[config.mk]
export PLATFORM = sky130hd
export DESIGN_NAME = mbus_layer_msg_handler
export DESIGN_NICKNAME = d
export VERILOG_FILES = /design/src/rtl/mbus_layer_msg_handler.sv
export SDC_FILE = /design/constraint.sdc
export NUM_CORES = 1
export LEC_CHECK = 0
export CAP_MARGIN = 20
export CELL_PAD_IN_SITES_DETAIL_PLACEMENT = 2
export CELL_PAD_IN_SITES_GLOBAL_PLACEMENT = 2
export CORE_UTILIZATION = 25
export CTS_CLUSTER_DIAMETER = 30
export DETAILED_ROUTE_END_ITERATION = 10
export GPL_TIMING_DRIVEN = 1
export PLACE_DENSITY_LB_ADDON = 0.12
export SYNTH_ARGS = -nofsm -noshare
export SYNTH_HDL_FRONTEND = slang
export SYNTH_SLANG_ARGS = --single-unit
[constraint.sdc]
create_clock -name CLK -period 3.58 [get_ports CLK]
set_input_delay 0.895 -clock CLK [delete_from_list [all_inputs] [get_ports CLK]]
set_output_delay 0.895 -clock CLK [all_outputs]
set_load 0.05 [all_outputs]
[src/rtl/mbus_layer_msg_handler.sv]
`default_nettype none
// ============================================================================
//  Module      : mbus_layer_msg_handler
//  Description : MBus layer message handler. Incoming messages can write
//                register-file words or request a register read-back. A
//                read-back is returned as a multi-word TX reply. Completed
//                messages are counted.
//  Revision    : 1.0  initial release
// ============================================================================
module mbus_layer_msg_handler (
    input  logic        CLK,
    input  logic        RESET,
    // RX message side
    input  logic [31:0] RX_ADDR,
    input  logic [31:0] RX_DATA,
    input  logic        RX_REQ,
    input  logic        RX_PEND,
    input  logic        RX_BROADCAST,
    input  logic        RX_FAIL,
    output logic        RX_ACK,
    // TX reply side
    output logic [31:0] TX_ADDR,
    output logic [31:0] TX_DATA,
    output logic        TX_REQ,
    output logic        TX_PEND,
    output logic        TX_PRIORITY,
    input  logic        TX_ACK,
    input  logic        TX_SUCC,
    input  logic        TX_FAIL,
    output logic        TX_RESP_ACK,
    // register file
    output logic        REG_WR_EN,
    output logic [7:0]  REG_WR_ADDR,
    output logic [23:0] REG_WR_DATA,
    output logic [7:0]  REG_RD_ADDR,
    input  logic [23:0] REG_RD_DATA,
    // status
    output logic [7:0]  MSG_CNT,
    output logic        TX_ERR
);

    typedef enum logic [2:0] {
        ST_IDLE         = 3'd0,
        ST_RX_DROP      = 3'd1,
        ST_RD_FETCH     = 3'd2,
        ST_TX_WORD      = 3'd3,
        ST_TX_ACKLOW    = 3'd4,
        ST_TX_WAIT_RESP = 3'd5,
        ST_TX_RESP      = 3'd6
    } state_t;

    localparam logic [1:0] MODE_IGNORE = 2'd0;
    localparam logic [1:0] MODE_WRITE  = 2'd1;
    localparam logic [1:0] MODE_READ   = 2'd2;

    state_t      state_q, state_d;

    logic        rx_ack_q;
    logic        pend_q;       // RX_PEND of the word being handshaken
    logic        rx_fail_q;    // current message was aborted by the sender
    logic        in_msg_q;     // a multi-word message is in progress
    logic [1:0]  mode_q;       // kind of the message in progress
    logic        reg_wr_en_q;
    logic [7:0]  reg_wr_addr_q;
    logic [23:0] reg_wr_data_q;
    logic [7:0]  addr_q;       // current read-back register address
    logic [7:0]  remain_q;     // words still to send after the current one
    logic [7:0]  reply_q;
    logic [7:0]  fid_q;
    logic [23:0] data_q;
    logic        fetch_wait_q;
    logic [7:0]  msg_cnt_q;
    logic        tx_err_q;

    logic        w_rx_state;
    logic        w_tx_state;
    logic        w_accept;
    logic        w_word_done;
    logic        w_rx_abort;
    logic        w_cnt_inc;
    logic [1:0]  w_mode_new;
    logic [1:0]  w_mode_now;
    logic        unused_rx_addr;

    assign w_rx_state  = (state_q == ST_IDLE) || (state_q == ST_RX_DROP);
    assign w_tx_state  = (state_q == ST_RD_FETCH) || (state_q == ST_TX_WORD) ||
                         (state_q == ST_TX_ACKLOW) || (state_q == ST_TX_WAIT_RESP);
    assign w_accept    = w_rx_state && RX_REQ && !rx_ack_q;
    assign w_word_done = rx_ack_q && !RX_REQ;
    // Sender gave up between words: drop the partial message.
    assign w_rx_abort  = w_rx_state && in_msg_q && RX_FAIL && !RX_REQ && !rx_ack_q;

    assign w_mode_new  = RX_BROADCAST          ? MODE_IGNORE :
                         (RX_ADDR[3:0] == 4'd0) ? MODE_WRITE  :
                         (RX_ADDR[3:0] == 4'd1) ? MODE_READ   : MODE_IGNORE;
    // Later words of a message inherit the kind decoded from the first word.
    assign w_mode_now  = in_msg_q ? mode_q : w_mode_new;

    assign w_cnt_inc   = (w_word_done && !pend_q && !rx_fail_q && (mode_q == MODE_WRITE)) ||
                         ((state_q == ST_TX_WAIT_RESP) && !TX_FAIL && TX_SUCC);

    assign unused_rx_addr = ^RX_ADDR[31:4];

    // State register.
    always_ff @(posedge CLK) begin
        if (RESET) begin
            state_q <= ST_IDLE;
        end else begin
            state_q <= state_d;
        end
    end

    // Next-state decode and TX handshake outputs.
    always_comb begin
        state_d     = state_q;
        TX_REQ      = 1'b0;
        TX_PEND     = 1'b0;
        TX_RESP_ACK = 1'b0;
        case (state_q)
            ST_IDLE, ST_RX_DROP: begin
                if (w_word_done) begin
                    if (rx_fail_q) begin
                        state_d = ST_IDLE;
                    end else if (pend_q) begin
                        state_d = (mode_q == MODE_WRITE) ? ST_IDLE : ST_RX_DROP;
                    end else begin
                        state_d = (mode_q == MODE_READ) ? ST_RD_FETCH : ST_IDLE;
                    end
                end else if (w_rx_abort) begin
                    state_d = ST_IDLE;
                end
            end
            ST_RD_FETCH: begin
                if (TX_FAIL) begin
                    state_d = ST_TX_RESP;
                end else if (fetch_wait_q) begin
                    state_d = ST_TX_WORD;
                end
            end
            ST_TX_WORD: begin
                TX_REQ  = 1'b1;
                TX_PEND = (remain_q != 8'd0);
                if (TX_FAIL) begin
                    state_d = ST_TX_RESP;
                end else if (TX_ACK) begin
                    state_d = ST_TX_ACKLOW;
                end
            end
            ST_TX_ACKLOW: begin
                if (TX_FAIL) begin
                    state_d = ST_TX_RESP;
                end else if (!TX_ACK) begin
                    state_d = (remain_q == 8'd0) ? ST_TX_WAIT_RESP : ST_RD_FETCH;
                end
            end
            ST_TX_WAIT_RESP: begin
                if (TX_FAIL || TX_SUCC) begin
                    state_d = ST_TX_RESP;
                end
            end
            ST_TX_RESP: begin
                TX_RESP_ACK = 1'b1;
                if (!TX_SUCC && !TX_FAIL) begin
                    state_d = ST_IDLE;
                end
            end
            default: begin
                state_d = ST_IDLE;
            end
        endcase
    end

    // RX handshake, register-file access, read-back datapath and counters.
    always_ff @(posedge CLK) begin
        if (RESET) begin
            rx_ack_q      <= 1'b0;
            pend_q        <= 1'b0;
            rx_fail_q     <= 1'b0;
            in_msg_q      <= 1'b0;
            mode_q        <= MODE_IGNORE;
            reg_wr_en_q   <= 1'b0;
            reg_wr_addr_q <= 8'd0;
            reg_wr_data_q <= 24'd0;
            addr_q        <= 8'd0;
            remain_q      <= 8'd0;
            reply_q       <= 8'd0;
            fid_q         <= 8'd0;
            data_q        <= 24'd0;
            fetch_wait_q  <= 1'b0;
            msg_cnt_q     <= 8'd0;
            tx_err_q      <= 1'b0;
        end else begin
            reg_wr_en_q  <= 1'b0;
            tx_err_q     <= w_tx_state && TX_FAIL;
            fetch_wait_q <= (state_q == ST_RD_FETCH) && !fetch_wait_q;

            if (w_accept) begin
                rx_ack_q  <= 1'b1;
                pend_q    <= RX_PEND;
                rx_fail_q <= RX_FAIL;
                mode_q    <= w_mode_now;
                // The write strobe rises together with RX_ACK.
                if ((w_mode_now == MODE_WRITE) && !RX_FAIL) begin
                    reg_wr_en_q   <= 1'b1;
                    reg_wr_addr_q <= RX_DATA[31:24];
                    reg_wr_data_q <= RX_DATA[23:0];
                end
                // Only the first word of a read carries the request fields.
                if (!in_msg_q && (w_mode_now == MODE_READ)) begin
                    addr_q   <= RX_DATA[31:24];
                    remain_q <= RX_DATA[23:16];
                    reply_q  <= RX_DATA[15:8];
                    fid_q    <= RX_DATA[7:0];
                end
            end else if (rx_ack_q && RX_FAIL) begin
                rx_fail_q <= 1'b1;
            end

            if (w_word_done) begin
                rx_ack_q <= 1'b0;
                in_msg_q <= pend_q && !rx_fail_q;
            end else if (w_rx_abort) begin
                in_msg_q <= 1'b0;
            end

            if ((state_q == ST_RD_FETCH) && fetch_wait_q) begin
                data_q <= REG_RD_DATA;
            end

            // Step to the next register once the previous word is released.
            if ((state_q == ST_TX_ACKLOW) && !TX_FAIL && !TX_ACK && (remain_q != 8'd0)) begin
                remain_q <= remain_q - 8'd1;
                addr_q   <= addr_q + 8'd1;
            end

            if (w_cnt_inc) begin
                msg_cnt_q <= msg_cnt_q + 8'd1;
            end
        end
    end

    assign RX_ACK      = rx_ack_q;
    assign TX_ADDR     = {16'h0000, reply_q, fid_q};
    assign TX_DATA     = {addr_q, data_q};
    assign TX_PRIORITY = 1'b0;
    assign REG_WR_EN   = reg_wr_en_q;
    assign REG_WR_ADDR = reg_wr_addr_q;
    assign REG_WR_DATA = reg_wr_data_q;
    assign REG_RD_ADDR = addr_q;
    assign MSG_CNT     = msg_cnt_q;
    assign TX_ERR      = tx_err_q;

endmodule
`default_nettype wire

==> impl_results.md, run 1 <==
* R2R setup slack at between 1 and 1.5 ns
* GR Util All Layers at 18.28%
* Final worst path period need at around 3.3 ns
* Hold path depth at 2
* Initial Utilization at 25.59%
* # DRC at 0
* DR iter-0 viols at 181
* Mapped Avg Cell Area at 8.137 um^2
* Mapped Area at between 4000 and 5000 um^2
* Final setup fails at 0
* Share of cells above drive strength 1 at under 10%
* Clock transition at path regs at 0.08 ns
* GP Congestion at 0.8050
* Total CTS buffers at 9
* Hold EP: data_q[15]
* Die extent in y at 143.4 um
* Post-route cell area at 7186 um^2
* Final period util at ~91%
* Post-DP Area at between 6000 and 7000 um^2
* Vias in the first global route at between 5000 and 6000
* CP Launch Type: flop
* Final hold violation count at 0
* Post-CTS setup buffers at 0
* Post-route ant nets at 0
* Leak pwr at 2.458 nW
* FF+latch count, synth at 108
* Via density at 4.913
* Post-cts sizing count at 0
* Post-detail-place hpwl at 13.02 mm
* GRT overflow at 0
* Setup TNS at 0 ns
* Area delta synth->final at 43.83%
* Worst EP arrival at 2.36 ns
* Ant. Diodes at 0
* Pin count of the biggest net entering global routing at 73
* H-tree depth at 3
* Top cells by area, synth: dfxtp_1 43%, a21oi_1 8.3%, nand2_1 7.1%, o21ai_0 4.8%, nand3_1 4.0%
* Die X at around 140 um
* Hold_buf cts at 0
* Worst-Skew Late Latency at about 0.36 ns
* Post-synthesis cell type count at 58
* Die area at 20550 um^2
* Top FF cell, synth: dfxtp_1
* Layout Skew at 0.01095 ns
* Synth Instances at 614
* Max-slew headroom at 27.46%
* Pwr Total at between 2 and 3 mW
* Peak Freq at 307.5 MHz
* Asr flop ratio synth at 0%
* CTS tree: yes
* Final #Nets at 861
* Initial antenna violation count at 0
* Worst Tran Pin Value at 1.088 ns
* Clk root buf: clkbuf_16
* Cells on worst reg2reg path at 8
* Post-synthesis sequential area ratio at 43.28%
* Average wire per standard cell at 17.97 um
* Hold Path Origin: data_q[15]
* Final setup margin at 0.3277 ns
* IO Port Bufs at 170
* Hold WC Path Type: flop to flop
* Ys Warns at 0
* Pwr dens at 388.7 nW/um^2
* Site row count at 51
* RSZ-0062 raised after global routing: false
* Critical path type: flop to output port
* Synth area leader: dfxtp_1
* Max cap viols at 0
* Area of the core at 19530 um^2
* Crit-path max FO at 8
* Pre-CTS setup slack at 0.3631 ns
* Clock buffer depth at 2
* I/O Pins at around 220
* CTS sink cnt at ~110
* Number of synthesized flops with an enable pin at 0
* Maximum vdd drop at 0.0002231 V
* FF-to-FF Start: remain_q[0]
* 1st-pass router iterations at 4
* Filler cells at 2265
* Type of element capturing the critical path: output port
* Pins Over Slew Limit at 0
* First-pass GRT wire length at 28.97 mm
* Post-Route WL at 18.49 mm
* Area share of the largest cell type after synthesis at 43.28%
* Total number of vias at just over 5000
* WP data required at 2.68 ns
* R2R Path End: REG_RD_ADDR[1]
* Status: complete, no violations
-- layer usage --
metal	vias up	GRT usage, %	routed length [um]
met5	-	0	0
met4	0	5.375	244
met3	13	5.565	1220
met2	144	31.55	9087
met1	2490	21.68	7940
li1	2408	-	-
-- through the flow --
stage               cells  utilization (%)  hold slack [ns]
CTS                  1029            36.80           0.4647
finish               1029            36.80           0.4596
detailed placement   1013            35.26           0.4533
floorplan             630                -           0.4352
global route         1029            36.80           0.4848
global placement     1013            35.26           0.4416
-- placed cells by master, fill, tap and decap left out, types with 3 or more instances in the layout --
cell / Yosys / routed
nand2b_1: 16 / 16
and4_1: 6 / 6
a31oi_1: 5 / 5
nor3_1: 11 / 11
nand3_1: 40 / 40
conb_1: 1 / 17
inv_1: 8 / 8
mux2i_1: 15 / 15
clkbuf_16: 0 / 9
or3_1: 6 / 6
nand4_1: 4 / 4
buf_4: 25 / 17
and2_1: 3 / 3
ha_1: 5 / 5
o21ai_0: 48 / 48
nor2b_1: 6 / 6
nor3b_1: 5 / 5
a21oi_1: 83 / 83
o22ai_1: 10 / 10
clkdlybuf4s50_1: 0 / 169
mux2_4: 3 / 3
nand2_1: 94 / 94
dfxtp_1: 108 / 108
nor2_1: 21 / 21
mux2_2: 6 / 6
-- synthesized netlist by cell type, drive strengths merged, types with 5 or more instances --
cell type	n
ha	5
a31oi	5
and4	6
mux2	9
clkbuf	34
nand2	94
o22ai	10
inv	8
nor3b	5
nand3	40
dfxtp	108
or3	6
nand2b	16
mux2i	15
nor3	11
nor2b	6
a21oi	83
o21ai	48
buf	35
nor2	21
-- how the worst max path moves through the flow --
stage / from / cells after the start / slack [ns] / end
5_1_grt: state_q[0] / 4 / 0.20 / TX_PEND
3_5_place_dp: TX_FAIL / 5 / 0.36 / remain_q[3]
2_1_floorplan: state_q[0] / 3 / 0.14 / TX_PEND
6_report: remain_q[0] / 6 / 0.33 / TX_PEND
4_1_cts: state_q[0] / 4 / 0.27 / TX_PEND
3_3_place_gp: TX_FAIL / 5 / 0.43 / remain_q[3]
-- kinds of logic (layout without fill, tap and decap cells) --
group | Yosys count | in the layout | synth area share, %
and+or+nand+nor | 225 | 225 | 22.21
AOI/OAI and AO/OA | 173 | 173 | 19.81
DFF | 108 | 108 | 43.28
buffers and inverters | 77 | 211 | 7.939
muxes | 24 | 24 | 5.259
adders and majority gates | 5 | 5 | 1.252
other | 1 | 17 | 0.07506
xor gates and xnor gates | 1 | 1 | 0.1753
-- power by group --
| group | internal [mW] | total [mW] | switching, mW |
|---|---|---|---|
| Clock | 0.548 | 1.05 | 0.501 |
| Combinational | 0.187 | 0.485 | 0.298 |
| Sequential | 1.23 | 1.26 | 0.0333 |
-- sequential cells by signal, summed over array words and instances, names as in the netlist --
name / cells
fid_q: 8
MSG_CNT: 8
REG_WR_EN: 1
fetch_wait_q: 1
reply_q: 8
pend_q: 1
REG_WR_DATA: 24
REG_WR_ADDR: 8
REG_RD_ADDR: 8
state_q: 3
in_msg_q: 1
TX_ERR: 1
mode_q: 2
remain_q: 8
data_q: 24
rx_fail_q: 1
RX_ACK: 1
-- critical path, stage by stage (launching register included) --
cell	delay (ns)
dfxtp_1	0.37
inv_1	0.08
ha_1	0.26
nor4b_2	0.18
buf_4	0.18
a21boi_1	0.12
clkdlybuf4s50_1	0.82
-- layout make-up --
cell class                 instances  area, um^2  area share [%]
clock buffer                       9       225.2           3.134
clock inverter                     7       76.32           1.062
inverter                           8       30.03          0.4179
multi-input combinational        445        2521           35.09
sequential                       108        2162           30.09
tap                              265       331.6           4.614
timing repair buffer             187        1839           25.60
No activity file was read; power rests on OpenSTA's default activity.
==> run 2, diff against run 1 <==
- CAP_MARGIN: 20 -> unset
- PLACE_DENSITY_LB_ADDON: 0.12 -> 0.1
- SKIP_CTS_REPAIR_TIMING: unset -> 1
==> run 2 against run 1 <==
Global-route usage decreased by 0.25 points. Die area stayed put. Core utilization stayed put. Count of clock-buffer cells in the layout grew 1. First-iteration DRC count grew 19%. Register-to-register slack better by 0.05 ns. Combinational power rose by 0.8%. Worst setup slack worse by 0.015 ns.
==> impl_results.md, run 2 (same netlist as run 1, synthesis figures left out) <==
* Hold WS at 0.4642 ns
* Worst-Skew Late Latency at 0.36 ns
* Pwr dens at 382.8 nW/um^2
* Pin count of the biggest net entering global routing at 78
* Total number of vias at 5024
* Via density at 4.868
* Share of cells above drive strength 1 at 6.910%
* Leak pwr at 2.466 nW
* Post-route ant nets at 0
* Ant. Diodes at 0
* Peak Freq at 306.1 MHz
* Maximum vdd drop at 0.0002254 V
* Final setup fails at 0
* Setup TNS at 0 ns
* Worst EP arrival at 2.37 ns
* # DRC at 0
* Die area at 20550 um^2
* I/O Pins at 216
* Initial Utilization at 25.59%
* Final #Nets at 864
* Util after Layout at 36.80%
* Area delta synth->final at 43.83%
* GP Congestion at 0.7827
* CTS tree: yes
* Die extent in y at 143.4 um
* Critical path type: flop to output port
* Hold WC Path Type: flop to flop
* Gr busiest metal: met2
* Pwr Total at 2.751 mW
* GRT overflow at 0
* Inst Count DP at approximately 1000
* Final hold violation count at 0
* Met1 global-route usage at 21.79%
* Crit-path max FO at 8
* Max-slew headroom at slightly above 30%
* RSZ-0062 raised after global routing: false
* DR iter-0 viols at 215
* Clock buffer depth at 2
* H-tree depth at 3
* Post-route insts no fill at 1032
* Clk root buf: clkbuf_16
* Post-detail-place hpwl at 13.00 mm
* Initial antenna violation count at 0
* Most frequent cells in the layout: 169 x clkdlybuf4s50_1, 108 x dfxtp_1, 94 x nand2_1, 83 x a21oi_1, 48 x o21ai_0
* Die X at 143.4 um
* Vias in the first global route at 5411
* Final period util at 91.26%
* Average wire per standard cell at 17.49 um
* Most common cell after layout, fill and taps aside: clkdlybuf4s50_1
* Max cap viols at 0
* Post-Route WL at 18.05 mm
* CTS sink cnt at 108
* Clock transition at path regs at 0.08 ns
* Type of element capturing the critical path: output port
* CP Launch Type: flop
* IO Port Bufs at 170
* Worst Tran Pin Value at 1.036 ns
* Layout Skew at 0.01206 ns
* Final worst path period need at roughly 3.3 ns
* Status: complete, no violations
* Pins Over Slew Limit at 0
* Site row count at 51
* WP data required at 2.68 ns
* Total CTS buffers at 9
* First-pass GRT wire length at roughly 29 mm
* 1st-pass router iterations at 4
* Met2 usage at a little under a third
* GR Util All Layers at 18.03%
* Area of the core at 19530 um^2
* Met3 usage in global routing at between 4 and 5%
## run 2: cell count changes in the layout (fill, tap and decap cells not counted), sizes merged
cell	previous run	this run
buf	18	21
clkinv	3	0
inv	9	12
bufinv	1	0
clkbuf	9	10
## run 2: final cells by class
cell class / instances / area (um^2)
tap: 265 / 331.6
inverter: 8 / 30.03
fill: 2230 / 12340
multi-input combinational: 445 / 2521
clock inverter: 6 / 52.55
timing repair buffer: 190 / 1849
clock buffer: 10 / 239.0
sequential: 108 / 2162
## run 2: metal layers
metal | vias up | share of wire (%)
li1 | 2421 | -
met2 | 131 | 48
met1 | 2456 | 44
met3 | 16 | 6.4
met4 | 0 | 1.5
met5 | - | 0
## run 2: per-stage QoR
step                      setup WS [ns]  area, um^2
final                            0.3129        7186
after global routing             0.1575        7186
after CTS                        0.2632        7186
after detailed placement         0.4418        6894
after global placement           0.5247        6894
after floorplan                  0.1397        5056
## run 2: critical path, cell delays in order, from the launching register on
cell and delay [ns]:
dfxtp_1 0.41, inv_1 0.07, ha_1 0.24, nor4b_2 0.18, buf_4 0.17, a21boi_1 0.12
clkdlybuf4s50_1 0.82
## run 2: power by group
group          internal, mW  total, mW  switching (mW)
registers              1.23       1.26          0.0320
logic                 0.189      0.489           0.300
clock network         0.505       1.00           0.499
total                  1.92       2.75           0.830
## run 2: final timing paths
kind,startpoint,to,slack (ns),cells after the start
min reg2reg,reply_q[4],reply_q[4],0.46,2
min,reply_q[4],reply_q[4],0.46,2
max,remain_q[1],TX_PEND,0.31,6
max reg2reg,state_q[1],remain_q[3],1.12,8
==> run 3, diff against run 2 <==
- SETUP_SLACK_MARGIN: unset -> 0.05
==> results of run 3 <==
The final DEF is identical to that of run 2; final timing and power are the same.
